===== config.mk =====
export PLATFORM = sky130hd
export DESIGN_NAME = image_eth_formatter
export DESIGN_NICKNAME = d
export VERILOG_FILES = /design/src/rtl/img_eth_pkg.sv /design/src/rtl/bit_packer8.sv /design/src/rtl/image_eth_formatter.sv
export SDC_FILE = /design/constraint.sdc
export NUM_CORES = 1
export LEC_CHECK = 0
export ABC_AREA = 1
export BUFFER_PORTS_ARGS = -buffer_cell sky130_fd_sc_hd__buf_2
export CORE_ASPECT_RATIO = 0.75
export CORE_MARGIN = 2
export CORE_UTILIZATION = 43
export DETAILED_ROUTE_END_ITERATION = 8
export MAX_ROUTING_LAYER = met4
export SLEW_MARGIN = 20
export SYNTH_ARGS = -nofsm -noshare
export SYNTH_HDL_FRONTEND = slang
export SYNTH_SLANG_ARGS = --single-unit

===== constraint.sdc =====
create_clock -name clk_pixel -period 2.1 [get_ports clk_pixel]
set_input_delay 0.42 -clock clk_pixel [delete_from_list [all_inputs] [get_ports clk_pixel]]
set_output_delay 0.42 -clock clk_pixel [all_outputs]
set_load 0.005 [all_outputs]

===== src/rtl/img_eth_pkg.sv =====
// rtl/img_eth_pkg.sv - shared types and constants for the image-to-Ethernet byte formatter
// Contents: formatter FSM state type, frame-marker byte values, line trailer length.
package img_eth_pkg;

    typedef enum logic [2:0] {
        IDLE,
        LINE,
        FLUSH,
        TAIL_HI,
        TAIL_LO
    } fmt_state_t;

    localparam logic [7:0] HDR_BYTE0   = 8'hAA;
    localparam logic [7:0] HDR_BYTE1   = 8'h55;
    localparam int         TRAILER_LEN = 2;

endpackage


===== src/rtl/bit_packer8.sv =====
// rtl/bit_packer8.sv - packs a 1-bit pixel stream into bytes with zero-padded partial flush
// Ports:
//   clk_pixel, rst_n    : pixel clock, asynchronous active-low reset
//   clear               : frame start; restarts packing (a pixel accepted on this edge is pixel 0)
//   accept, pixel       : pixel strobe and value
//   flush               : line end; discards the bit count after the partial byte is taken
//   byte_ready/byte_data: combinational, the edge that accepts the 8th bit completes byte_data
//   pending/flush_data  : a partial byte is held; flush_data is it zero-padded
module bit_packer8 #(
    parameter bit MSB_FIRST = 1'b1
) (
    input  logic       clk_pixel,
    input  logic       rst_n,
    input  logic       clear,
    input  logic       accept,
    input  logic       pixel,
    input  logic       flush,
    output logic       byte_ready,
    output logic [7:0] byte_data,
    output logic       pending,
    output logic [7:0] flush_data
);

    logic [7:0] sr;
    logic [7:0] sr_base;
    logic [7:0] sr_next;
    logic [2:0] cnt;
    logic [2:0] cnt_base;
    logic [3:0] pad;

    always_comb begin
        sr_base    = clear ? 8'h00 : sr;
        cnt_base   = clear ? 3'd0 : cnt;
        sr_next    = MSB_FIRST ? {sr_base[6:0], pixel} : {pixel, sr_base[7:1]};
        byte_ready = accept && (cnt_base == 3'd7);
        byte_data  = sr_next;
        pending    = (cnt != 3'd0);
        // Shifting by the unfilled count pushes stale bits out and zeros in.
        pad        = 4'd8 - {1'b0, cnt};
        flush_data = MSB_FIRST ? (sr << pad) : (sr >> pad);
    end

    always_ff @(posedge clk_pixel or negedge rst_n) begin
        if (!rst_n) begin
            sr  <= 8'h00;
            cnt <= 3'd0;
        end else if (accept) begin
            sr  <= sr_next;
            cnt <= cnt_base + 3'd1;
        end else if (clear || flush) begin
            cnt <= 3'd0;
        end
    end

endmodule


===== src/rtl/image_eth_formatter.sv =====
// rtl/image_eth_formatter.sv - formats the Sobel edge stream into bytes for the Ethernet TX FIFO
// Ports:
//   clk_pixel, rst_n         : pixel clock, asynchronous active-low reset
//   valid, hsync, vsync      : pixel qualifier, line-active, frame-active
//   sobel                    : 1-bit edge pixel
//   fifo_aclr                : one-cycle FIFO clear after each frame start (held high in reset)
//   write_data, write_req    : byte and one-cycle write strobe to the FIFO
// Each line: ceil(W/8) packed bytes, then a 16-bit line index (high byte first).
// Build option IMG_ETH_FRAME_HEADER_EN: emit 0xAA,0x55 two and three edges after frame start.
module image_eth_formatter
    import img_eth_pkg::*;
#(
    parameter bit MSB_FIRST = 1'b1,
    parameter int ROW_CNT_W = 16
) (
    input  logic       clk_pixel,
    input  logic       rst_n,
    input  logic       valid,
    input  logic       hsync,
    input  logic       vsync,
    input  logic       sobel,
    output logic       fifo_aclr,
    output logic [7:0] write_data,
    output logic       write_req
);

    fmt_state_t           state;
    logic                 vsync_q;
    logic                 hsync_q;
    logic [ROW_CNT_W-1:0] line_cnt;
    logic [15:0]          line_idx;
    logic                 frame_start;
    logic                 line_end;
    logic                 accept;
    logic                 flush;
    logic                 byte_ready;
    logic [7:0]           byte_data;
    logic                 pending;
    logic [7:0]           flush_data;

    assign line_idx    = 16'(line_cnt);
    assign frame_start = vsync & ~vsync_q;
    assign line_end    = hsync_q & ~hsync;
    // TAIL_LO is the cycle after the last trailer byte went out, so a new line may start there.
    assign accept      = valid & hsync & vsync &
                         ((state == IDLE) || (state == LINE) || (state == TAIL_LO));
    assign flush       = (state == LINE) && line_end;

    bit_packer8 #(
        .MSB_FIRST(MSB_FIRST)
    ) u_packer (
        .clk_pixel (clk_pixel),
        .rst_n     (rst_n),
        .clear     (frame_start),
        .accept    (accept),
        .pixel     (sobel),
        .flush     (flush),
        .byte_ready(byte_ready),
        .byte_data (byte_data),
        .pending   (pending),
        .flush_data(flush_data)
    );

`ifdef IMG_ETH_FRAME_HEADER_EN
    logic [2:0] hdr_sr;

    always_ff @(posedge clk_pixel or negedge rst_n) begin
        if (!rst_n) begin
            hdr_sr <= 3'b000;
        end else begin
            hdr_sr <= {hdr_sr[1:0], frame_start};
        end
    end
`endif

    always_ff @(posedge clk_pixel or negedge rst_n) begin
        if (!rst_n) begin
            state      <= IDLE;
            vsync_q    <= 1'b0;
            hsync_q    <= 1'b0;
            line_cnt   <= '0;
            fifo_aclr  <= 1'b1;
            write_req  <= 1'b0;
            write_data <= 8'h00;
        end else begin
            vsync_q   <= vsync;
            hsync_q   <= hsync;
            fifo_aclr <= frame_start;
            write_req <= 1'b0;

            if (byte_ready) begin
                write_req  <= 1'b1;
                write_data <= byte_data;
            end

            // State names the byte that was written on the edge that entered it.
            case (state)
                IDLE, TAIL_LO: begin
                    state <= accept ? LINE : IDLE;
                end
                LINE: begin
                    if (line_end) begin
                        write_req <= 1'b1;
                        if (pending) begin
                            write_data <= flush_data;
                            state      <= FLUSH;
                        end else begin
                            write_data <= line_idx[15:8];
                            state      <= TAIL_HI;
                        end
                    end
                end
                FLUSH: begin
                    write_req  <= 1'b1;
                    write_data <= line_idx[15:8];
                    state      <= TAIL_HI;
                end
                TAIL_HI: begin
                    write_req  <= 1'b1;
                    write_data <= line_idx[7:0];
                    line_cnt   <= line_cnt + ROW_CNT_W'(1);
                    state      <= TAIL_LO;
                end
                default: begin
                    state <= IDLE;
                end
            endcase

            if (frame_start) begin
                line_cnt <= '0;
            end

`ifdef IMG_ETH_FRAME_HEADER_EN
            // First pixel byte needs 8 pixels, so the marker never meets packed data.
            if (hdr_sr[1]) begin
                write_req  <= 1'b1;
                write_data <= HDR_BYTE0;
            end else if (hdr_sr[2]) begin
                write_req  <= 1'b1;
                write_data <= HDR_BYTE1;
            end
`endif
        end
    end

endmodule


==> impl_results.rst, run 1 <==
.. list-table::
   :header-rows: 1

   * - Metric
     - Value
   * - Buffers on Ports
     - 15
   * - Data required, critical path
     - 2270 ps
   * - Run status
     - finished clean
   * - Gate count after technology mapping
     - 368
   * - Max-slew headroom
     - 0.6874
   * - Detailed-route vias per instance
     - 4.972
   * - Number of rows in the core area
     - 24
   * - Biggest fanout along the worst timing path
     - 5
   * - Sequential area share after synthesis
     - 0.4018
   * - Full die area
     - 0.006737 mm²
   * - Yosys top cell area share
     - 0.3918
   * - Synth Register Bits
     - 42
   * - Number of antenna violations at the first check in global routing
     - 0
   * - Category of the critical setup timing path
     - reg -> reg
   * - Detailed router's first-iteration violation count
     - 191
   * - Final clock period utilization by the worst path
     - 0.8372
   * - Sequential Power Share
     - 0.388
   * - Core area
     - 0.005856 mm²
   * - Clock share of power
     - 0.206
   * - Number of max-capacitance violations reported
     - 0
   * - Layout overhead on the synthesized area
     - 10.37%
   * - Residual DRC count
     - 0
   * - Buffer and inverter count on the worst path
     - 2
   * - Synth top area cells
     - dfrtp_1, nand2_1, nand3_1
   * - Post-synthesis instance area
     - 0.002619 mm²
   * - Floorplan die width
     - 94.11 µm
   * - Leakage power figure
     - 1.429 nW
   * - Number of cells traversed by the worst register-to-register path
     - 8
   * - Number of routed nets with antenna violations
     - 0
   * - PnR Total Power
     - 0.002710 W
   * - First-pass GRT wire length
     - 10.93 mm
   * - Cell family contributing the most delay on the critical path
     - simple AND/OR/NAND/NOR gates
   * - Number of global-route vias before repair
     - 2171
   * - Fin cells
     - 469
   * - Library cell contributing the largest single delay on the critical path
     - dfrtp_1
   * - TritonCTS Buffers
     - 5
   * - Proportion of power drawn by combinational gates
     - 0.405
   * - Ratio of cells with drive above 1 in the final layout
     - 0.1483
   * - Minimum setup slack among reg-to-reg paths
     - 340 ps
   * - RR Endpoint
     - write_data[1]
   * - Post-synthesis area per instance
     - 7.116 µm²
   * - Number of resized instances in the post-cts repair step
     - 0
   * - First-pass detailed-route iteration total
     - 5
   * - Count of buffers added by post-CTS timing repair for setup
     - 0
   * - Via count
     - 2332
   * - Worst reg2reg startpoint
     - u_packer.cnt[0]
   * - Slew Viols, Final
     - 0
   * - Cell at the root of the clock tree
     - clkbuf_8
   * - Number of distinct library cells after synthesis
     - 35
   * - Count of yosys warnings during synthesis
     - 0
   * - Peak ir drop on the vdd network
     - 612.1 µV
   * - Remaining global-route overflow
     - 0
   * - Routed WL per cell
     - 13.49 µm
   * - Critical path, cell by cell
     - inv_1 -> ha_1 -> ha_1 -> inv_1 -> nand3_1 -> nor3_1 -> nor3_1 -> nand2_1
   * - Number of hold-repair buffers added at the cts stage
     - 0
   * - Slowest cell delay on critical path
     - 380 ps
   * - Clock latency reported for the late side of the worst-skew pair
     - 300 ps
   * - Post-placement cell count
     - 461
   * - Syn_nets
     - 379
   * - Timing-limited maximum frequency
     - 568.8 MHz
   * - Placement Cell Area
     - 0.002799 mm²
   * - Setup TNS
     - 0 ps
   * - Pin count of the biggest net entering global routing
     - 25
   * - Clock transition at path regs
     - 80 ps
   * - Startpoint kind of the worst setup timing path
     - flop
   * - TritonCTS sink count
     - 42
   * - # setup viols final
     - 0
   * - Placer's final routability congestion estimate
     - 0.8992
   * - Clock tree skew after final layout
     - 7.369 ps
   * - Final instance area
     - 0.002890 mm²
   * - RSZ-0062 raised after global routing
     - no
   * - I/O pin count
     - 16
   * - Number of buffers on the longest clock path
     - 2
   * - Die Span Y
     - 71.59 µm
   * - Routed WL
     - 6.326 mm
   * - Clock tree from TritonCTS
     - yes
   * - Net total in the final layout
     - 401
   * - Net switching power
     - 0.001149 W
   * - CTS H-Tree Depth
     - 2
   * - Final worst hold slack
     - 69.35 ps
   * - Pwr Density
     - 937.7 mW/mm²
   * - Final min period
     - 1758 ps
   * - Sw Share
     - 0.4240
   * - Fin. Hold Viols
     - 0
   * - Largest area contributor in the synthesized netlist
     - dfrtp_1
   * - Antenna Cells
     - 0
   * - Power Internal
     - 0.001561 W
   * - Class of the most critical hold timing path
     - in -> async
   * - Overall track demand over capacity in global routing
     - 0.2178
   * - Estimated wirelength of the detail-placed design
     - 4.859 mm
   * - Initial Util
     - 0.4472
   * - CP endpoint kind
     - flop
   * - Transition time of the tightest slew-check pin
     - 468.8 ps
   * - CP arrival
     - 1930 ps
==> layout by cell type (no fill, tap or decap), types with 2 or more instances in the layout <==
cell	instances
nand3_1	43
o22ai_1	3
dfrtp_1	41
nand2_4	2
nand3_2	2
o21ai_0	12
buf_4	6
ha_1	5
nor3_1	6
inv_1	48
inv_2	3
clkbuf_8	6
buf_2	15
nand2_1	108
a22oi_1	2
nand2_2	6
nor2_1	37
o21ai_1	8
nor2_2	5
a21oi_1	10
nor2_4	4
nand4_1	3
nor3_2	2
==> cell type report <==
| class | count | area [µm²] |
|---|---|---|
| multi-input combinational | 268 | 1318 |
| inverter | 51 | 191.4 |
| tap | 78 | 97.59 |
| fill | 619 | 2965 |
| clock buffer | 7 | 86.33 |
| sequential | 42 | 1052 |
| clock inverter | 1 | 5.005 |
| timing repair buffer | 22 | 140.1 |
==> cells in the mapped netlist, drive strengths merged <==
master,number
o21ai,21
a22oi,2
nor3,8
inv,51
or2,1
dfstp,1
nand4,3
buf,6
a21boi,1
o22ai,3
clkbuf,1
o21a,1
nand3,46
dfrtp,41
a31oi,1
nand2,116
a21oi,10
nor2,46
nor4,1
o2111ai,1
and2,2
ha,5
==> flip-flops by register name, summed over array words and instances (netlist names) <==
name and flops:
line_cnt 16, u_packer.sr 8, write_data 8, state 3, u_packer.cnt 3, fifo_aclr 1, hsync_q 1, vsync_q 1
write_req 1
==> worst max path at each step <==
stage	startpoint	to	slack [ps]	depth (start not counted)
floorplan	u_packer.cnt[0]	write_data[6]	400	11
global placement	vsync	write_data[4]	250	11
detailed placement	vsync	write_data[7]	200	11
CTS	u_packer.cnt[0]	write_data[1]	370	8
global route	u_packer.cnt[0]	write_data[4]	190	10
finish	u_packer.cnt[0]	write_data[1]	340	8
==> logic make-up after synthesis <==
group | Yosys count | synth area share
AND/OR/NAND/NOR | 223 | 0.3942
buffers and inverters | 58 | 0.09507
flip-flops | 42 | 0.4018
AO/OA/AOI/OAI | 40 | 0.08505
adder cells (fa/ha/maj) | 5 | 0.02389
==> power groups by stage <==
stage	clock network, W	registers [W]	logic, W
floorplan	0	0.00104	0.000840
CTS	0.000573	0.00105	0.00110
global placement	0	0.00106	0.00108
finish	0.000560	0.00105	0.00110
global route	0.000605	0.00107	0.00125
detailed placement	0	0.00106	0.00110
==> layer usage <==
metal / GRT usage / vias to the layer above / part of all wire
li1: - / 1217 / -
met1: 0.3504 / 1059 / 0.55
met2: 0.2746 / 51 / 0.39
met3: 0.04101 / 5 / 0.046
met4: 0.05636 / 0 / 0.0077
met5: - / - / 0
==> through the flow <==
| stage | setup slack [ps] | util |
|---|---|---|
| finish | 341.8 | 0.4936 |
| global route | 187.0 | 0.4936 |
| CTS | 373.6 | 0.4936 |
| detailed placement | 202.0 | 0.4780 |
| global placement | 251.4 | 0.4780 |
| floorplan | 401.7 | - |
Power figures use the tool's default switching activity.
==> run 2, diff against run 1 <==
--- a/config.mk
+++ b/config.mk
@@ -5,7 +5,7 @@
 export SDC_FILE = /design/constraint.sdc
 export NUM_CORES = 1
 export LEC_CHECK = 0
-export ABC_AREA = 1
+export ABC_AREA = 0
 export BUFFER_PORTS_ARGS = -buffer_cell sky130_fd_sc_hd__buf_2
 export CORE_ASPECT_RATIO = 0.75
 export CORE_MARGIN = 2
==> constraint.sdc (replaced) <==
create_clock -name clk_pixel -period 1.7 [get_ports clk_pixel]
set_input_delay 0.34 -clock clk_pixel [delete_from_list [all_inputs] [get_ports clk_pixel]]
set_output_delay 0.34 -clock clk_pixel [all_outputs]
set_load 0.005 [all_outputs]
==> impl_results.rst, run 2 <==
.. list-table::
   :header-rows: 1

   * - Metric
     - Value
   * - Core area
     - 0.005353 mm²
   * - Class of the most critical hold timing path
     - in -> reg
   * - CTS H-Tree Depth
     - 2
   * - Number of flops mapped to enable cells by yosys
     - 0
   * - Final instance area
     - 0.003143 mm²
   * - Antenna Cells
     - 0
   * - Run status
     - complete, but fails checks
   * - Estimated wirelength of the detail-placed design
     - 4.482 mm
   * - Largest area contributor in the synthesized netlist
     - dfrtp_1
   * - Routed WL per cell
     - 16.48 µm
   * - Number of filler cells placed in the layout
     - 481
   * - CP arrival
     - 1970 ps
   * - Net switching power
     - 0.001264 W
   * - Register with the highest flop count
     - line_cnt
   * - Number of buffers on the longest clock path
     - 2
   * - Fin. Hold Viols
     - 0
   * - Synth Register Bits
     - 42
   * - Startpoint kind of the worst setup timing path
     - flop
   * - Timing-limited maximum frequency
     - 557.3 MHz
   * - PnR Total Power
     - 0.003566 W
   * - Sequential Power Share
     - 0.371
   * - Remaining global-route overflow
     - 0
   * - Overall track demand over capacity in global routing
     - 0.2157
   * - Full die area
     - 0.006198 mm²
   * - Number of max-capacitance violations reported
     - 0
   * - Routed WL
     - 6.129 mm
   * - Max-slew headroom
     - 0.7175
   * - RSZ-0062 raised after global routing
     - yes
   * - CP endpoint kind
     - flop
   * - Post-synthesis instance area
     - 0.002399 mm²
   * - Leakage power figure
     - 1.461 nW
   * - Final worst slack
     - -94.23 ps
   * - Clock tree skew after final layout
     - 8.556 ps
   * - Transition time of the tightest slew-check pin
     - 423.7 ps
   * - Proportion of power drawn by combinational gates
     - 0.403
   * - # setup viols final
     - 6
   * - Pin count of the biggest net entering global routing
     - 28
   * - Syn_nets
     - 255
   * - Most used cells in the layout excluding fill and tap cells
     - dfrtp_1, buf_4, nand2_1, mux2i_1, nor2_1
   * - Yosys top cell area share
     - 0.4278
   * - Final min period
     - 1794 ps
   * - Buffers on Ports
     - 15
   * - Number of global-route vias before repair
     - 1940
   * - Placement Cell Area
     - 0.002851 mm²
   * - Category of the critical setup timing path
     - reg -> reg
   * - Pwr Density
     - 1135 mW/mm²
   * - Final clock period utilization by the worst path
     - 1.055
   * - Most instantiated cells after synthesis
     - dfrtp_1, nand2_1, nor2_1, mux2i_1, inv_1
   * - First-pass detailed-route iteration total
     - 4
   * - Post-synthesis area per instance
     - 9.830 µm²
   * - Floorplan die width
     - 90.24 µm
   * - Detailed-route vias per instance
     - 5.468
   * - Slew Viols, Final
     - 0
   * - Most repeated cell in the gate-level netlist after synthesis
     - dfrtp_1
   * - Number of antenna violations at the first check in global routing
     - 0
   * - Placer's final routability congestion estimate
     - 0.9232
   * - Max reg flops
     - 16
   * - Die Span Y
     - 68.68 µm
   * - Leading cell type in the layout, fill and taps excluded
     - dfrtp_1
   * - Clock share of power
     - 0.226
   * - Most instantiated flip-flop cell in the synthesis netlist
     - dfrtp_1
   * - Number of distinct library cells after synthesis
     - 48
   * - I/O pin count
     - 16
   * - Largest registers in the final layout
     - line_cnt x16, u_packer.sr x8, write_data x8
   * - Clock tree from TritonCTS
     - yes
   * - Synth top area cells
     - dfrtp_1, mux2i_1, nand2_1
   * - TritonCTS sink count
     - 42
   * - Initial Util
     - 0.4481
   * - Data required, critical path
     - 1880 ps
   * - Via count
     - 2034
   * - Clock latency reported for the late side of the worst-skew pair
     - 300 ps
   * - Number of rows in the core area
     - 23
   * - Residual DRC count
     - 0
   * - Number of routed nets with antenna violations
     - 0
   * - Ratio of cells with drive above 1 in the final layout
     - 0.3535
   * - Net total in the final layout
     - 307
   * - TritonCTS Buffers
     - 5
   * - Biggest fanout along the worst timing path
     - 3
   * - Power Internal
     - 0.002302 W
   * - Violations in the final reports
     - negative setup slack
   * - Layout overhead on the synthesized area
     - 31.04%
   * - Gate count after technology mapping
     - 244
   * - Detailed router's first-iteration violation count
     - 171
   * - First-pass GRT wire length
     - 10.04 mm
   * - Sw Share
     - 0.3545
   * - Cell at the root of the clock tree
     - clkbuf_8
   * - Clock transition at path regs
     - 80 ps
   * - Peak ir drop on the vdd network
     - 714.2 µV
   * - Post-synthesis async set-or-reset flop share
     - 1.000
   * - Final worst hold slack
     - 189.2 ps
   * - Sequential area share after synthesis
     - 0.4387
   * - Count of yosys warnings during synthesis
     - 0
## run 2: cell count changes in the layout (fill, tap and decap cells not counted), moves of 7 or more
cell	delta
inv_1	-41
o21ai_1	-8
mux2_2	+7
nand3_1	-34
o21ai_0	-8
nor2_1	-19
buf_4	+30
mux2i_1	+18
nand2_1	-87
## run 2: power by group through the flow
| stage | logic (W) | clock network (W) | registers [W] |
|---|---|---|---|
| after global routing | 0.00156 | 0.000868 | 0.00134 |
| after global placement | 0.00125 | 0 | 0.00133 |
| after floorplan | 0.000855 | 0 | 0.00127 |
| after CTS | 0.00132 | 0.000819 | 0.00131 |
| final | 0.00144 | 0.000807 | 0.00132 |
| after detailed placement | 0.00127 | 0 | 0.00132 |
## run 2: worst max-delay path, cell delays in order, from the launching register on
cell,delay (ps)
dfrtp_1,400
inv_4,70
ha_4,290
mux4_2,520
and2_4,150
o211ai_1,160
nand3_1,90
## run 2: metrics by stage
stage          setup slack, ps  utilization  cells  TNS [ps]
3_3_place_gp            -121.5       0.5327    357    -708.0
5_1_grt                 -159.2       0.5872    372    -980.5
6_report                -94.23       0.5872    372    -340.4
2_1_floorplan           -184.6            -    244     -1361
4_1_cts                 -80.78       0.5704    369    -413.9
3_5_place_dp            -143.5       0.5327    357    -947.7
## run 2: layout make-up
| type | count | area, µm² | share of cell area |
|---|---|---|---|
| multi-input combinational | 180 | 1398 | 0.4447 |
| sequential | 42 | 1055 | 0.3356 |
| timing repair buffer | 57 | 441.7 | 0.1405 |
| tap | 75 | 93.84 | 0.02986 |
| clock buffer | 6 | 72.57 | 0.02309 |
| inverter | 10 | 45.04 | 0.01433 |
| clock inverter | 2 | 37.54 | 0.01194 |
## run 2: timing repair
item                                   4_1_cts  5_1_grt
buffers inserted                             3        3
setup endpoints to repair                    9       12
endpoints found under the hold margin       15        0
hold buffers                                 1        0
gates resized for setup                     11       16
pin swaps                                    5        4
gates cloned                                 0        0
## run 2: cells by family (layout without fill, tap and decap cells)
group	after synthesis	in the layout	share of synthesized area
AO/OA/AOI/OAI	43	43	0.1262
XOR/XNOR	11	11	0.04017
adder cells (fa/ha/maj)	5	5	0.02608
buffers and inverters	22	75	0.04121
flip-flops	42	42	0.4387
multiplexers	28	28	0.1257
AND/OR/NAND/NOR	93	93	0.2019
## run 2: final timing paths
kind,startpoint,endpoint,slack [ps],cells past startpoint
setup / recovery,u_packer.cnt[0],write_data[7],-90,6
max in group asynchronous,rst_n,fifo_aclr,640,3
hold / removal,hsync,hsync_q,190,1
setup reg to reg,u_packer.cnt[0],write_data[7],-90,6
min in group asynchronous,rst_n,u_packer.sr[3],500,2
hold reg to reg,u_packer.sr[7],u_packer.sr[7],500,2
## run 2: metal layers
layer  GRT usage  vias to the layer above  wire length [µm]
li1            -                      984                 -
met5           -                        -                 0
met2      0.3205                       60              2591
met1      0.3139                      984              3174
met3     0.03804                        6               318
met4     0.04038                        0                44
==> run 3, diff against run 2 <==
--- a/config.mk
+++ b/config.mk
@@ -12,6 +12,7 @@
 export CORE_UTILIZATION = 43
 export DETAILED_ROUTE_END_ITERATION = 8
 export MAX_ROUTING_LAYER = met4
+export RECOVER_POWER = 50
 export SLEW_MARGIN = 20
 export SYNTH_ARGS = -nofsm -noshare
 export SYNTH_HDL_FRONTEND = slang
==> impl_results.rst, run 3 (synthesis gave the netlist of run 2 again) <==
.. list-table::
   :header-rows: 1

   * - Metric
     - Value
   * - Routed WL
     - 6.126 mm
   * - Leading cell type in the layout, fill and taps excluded
     - dfrtp_1
   * - Full die area
     - 0.006198 mm²
   * - Number of routed nets with antenna violations
     - 0
   * - Number of filler cells placed in the layout
     - 483
   * - Class of the most critical hold timing path
     - in -> reg
   * - Buffers on Ports
     - 15
   * - Final worst hold slack
     - 202.5 ps
   * - Register with the highest flop count
     - line_cnt
   * - Net switching power
     - 0.001262 W
   * - CP endpoint kind
     - flop
   * - Met1 wire length
     - 3.170 mm
   * - CTS H-Tree Depth
     - 2
   * - Power Internal
     - 0.002299 W
   * - Slew Viols, Final
     - 0
   * - Clock tree skew after final layout
     - 9.272 ps
   * - First-pass detailed-route iteration total
     - 4
   * - Max-slew headroom
     - 0.3243
   * - RSZ-0062 raised after global routing
     - yes
   * - Fin. Hold Viols
     - 0
   * - Placer's final routability congestion estimate
     - 0.9232
   * - Source of the worst hold timing path
     - vsync
   * - Run status
     - complete, but fails checks
   * - Overall track demand over capacity in global routing
     - 0.2157
   * - Transition time of the tightest slew-check pin
     - 1014 ps
   * - Timing-limited maximum frequency
     - 557.3 MHz
   * - Biggest fanout along the worst timing path
     - 3
   * - Sum of met2 wire segment lengths after detailed routing
     - 2.589 mm
   * - Category of the critical setup timing path
     - reg -> reg
   * - Net total in the final layout
     - 307
   * - Minimum setup slack among reg-to-reg paths
     - -90 ps
   * - Die Span Y
     - 68.68 µm
   * - Detailed-route vias per instance
     - 5.487
   * - Worst setup path endpoint
     - write_data[7]
   * - Antenna Cells
     - 0
   * - Setup WS pre-CTS
     - -143.5 ps
   * - Detailed router's first-iteration violation count
     - 190
   * - RR Endpoint
     - write_data[7]
   * - Final min period
     - 1794 ps
   * - FF+latch area
     - 0.001054 mm²
   * - Worst reg2reg startpoint
     - u_packer.cnt[0]
   * - Sequential Power Share
     - 0.371
   * - Clock transition at path regs
     - 80 ps
   * - Number of max-capacitance violations reported
     - 0
   * - Number of buffers on the longest clock path
     - 2
   * - Most used cells in the layout excluding fill and tap cells
     - dfrtp_1, buf_4, nand2_1, mux2i_1, nor2_1
   * - Combined area of the multi-input logic cells
     - 0.001398 mm²
   * - Residual DRC count
     - 0
   * - Clock tree from TritonCTS
     - yes
   * - Cell at the root of the clock tree
     - clkbuf_8
   * - Ratio of cells with drive above 1 in the final layout
     - 0.3434
   * - Initial Util
     - 0.4481
   * - Number of global-route vias before repair
     - 1940
   * - Number of cells traversed by the worst register-to-register path
     - 6
   * - PnR Total Power
     - 0.003561 W
   * - Remaining global-route overflow
     - 0
   * - TritonCTS sink count
     - 42
   * - Max reg flops
     - 16
   * - Core area
     - 0.005353 mm²
   * - Startpoint kind of the worst setup timing path
     - flop
   * - Largest registers in the final layout
     - line_cnt x16, u_packer.sr x8, write_data x8
   * - TritonCTS Buffers
     - 5
   * - Leakage power figure
     - 1.457 nW
   * - Number of rows in the core area
     - 23
   * - Pwr Density
     - 1134 mW/mm²
   * - # setup viols final
     - 6
   * - Peak ir drop on the vdd network
     - 710.2 µV
   * - Final worst slack
     - -94.36 ps
   * - Routed WL per cell
     - 16.47 µm
   * - Final clock period utilization by the worst path
     - 1.056
   * - Met3 Routed Length
     - 318 µm
   * - Number of antenna violations at the first check in global routing
     - 0
   * - I/O pin count
     - 16
   * - Floorplan die width
     - 90.24 µm
   * - Estimated wirelength of the detail-placed design
     - 4.482 mm
   * - Layout overhead on the synthesized area
     - 30.88%
   * - Topmost layer with routed signal wires
     - met4
   * - Violations in the final reports
     - negative setup slack
   * - Proportion of power drawn by combinational gates
     - 0.403
   * - Via count
     - 2041
   * - CP arrival
     - 1970 ps
   * - Clock latency reported for the late side of the worst-skew pair
     - 300 ps
   * - Startpoint of the worst setup timing path
     - u_packer.cnt[0]
   * - Data required, critical path
     - 1880 ps
   * - Sw Share
     - 0.3545
   * - Pin count of the biggest net entering global routing
     - 28
   * - Clock share of power
     - 0.226
   * - First-pass GRT wire length
     - 10.04 mm
## run 3: layout make-up
| class | instances | area share |
|---|---|---|
| Clock buffer | 6 | 0.02312 |
| Clock inverter | 2 | 0.01196 |
| Tap cell | 75 | 0.02989 |
| Timing Repair Buffer | 57 | 0.1399 |
| Sequential cell | 42 | 0.3356 |
| Inverter | 10 | 0.01435 |
| Multi-Input combinational cell | 180 | 0.4452 |
## run 3: worst min-delay path by stage
stage / end / slack, ps / cells past startpoint
floorplan: hsync_q / 40 / 0
global placement: u_packer.sr[3] / 280 / 1
detailed placement: u_packer.sr[3] / 290 / 1
CTS: hsync_q / 190 / 1
global route: vsync_q / 200 / 1
finish: vsync_q / 200 / 1
## run 3: per-layer routing
| layer | vias up | GRT usage |
|---|---|---|
| met2 | 62 | 0.3205 |
| li1 | 985 | - |
| met5 | - | - |
| met3 | 8 | 0.03804 |
| met4 | 0 | 0.04038 |
| met1 | 986 | 0.3139 |
## run 3: stage by stage
step	utilization	instance area, µm²	instances	TNS (ps)
after global placement	0.5327	2851	357	-708.0
after floorplan	-	2486	244	-1361
final	0.5865	3139	372	-341.0
after detailed placement	0.5327	2851	357	-947.7
after CTS	0.5704	3053	369	-413.9
after global routing	0.5865	3139	372	-980.5
## run 3: power groups by stage
stage	clock network, W	logic (W)	registers (W)
6_report	0.000806	0.00143	0.00132
5_1_grt	0.000868	0.00156	0.00134
4_1_cts	0.000819	0.00132	0.00131
3_5_place_dp	0	0.00127	0.00132
3_3_place_gp	0	0.00125	0.00133
2_1_floorplan	0	0.000855	0.00127
## run 3: critical path, cell delays in order (launching register included)
cell and delay, ps:
dfrtp_1 400, inv_4 70, ha_4 290, mux4_2 520, and2_4 150, o211ai_1 160, nand3_1 90
## run 3: what timing repair did
item / in CTS / in global routing
buffers inserted: 3 / 3
hold endpoints to repair: 15 / 0
hold buffers: 1 / 0
endpoints found under the setup margin: 9 / 12
resized for setup: 11 / 16
pin swaps: 5 / 4
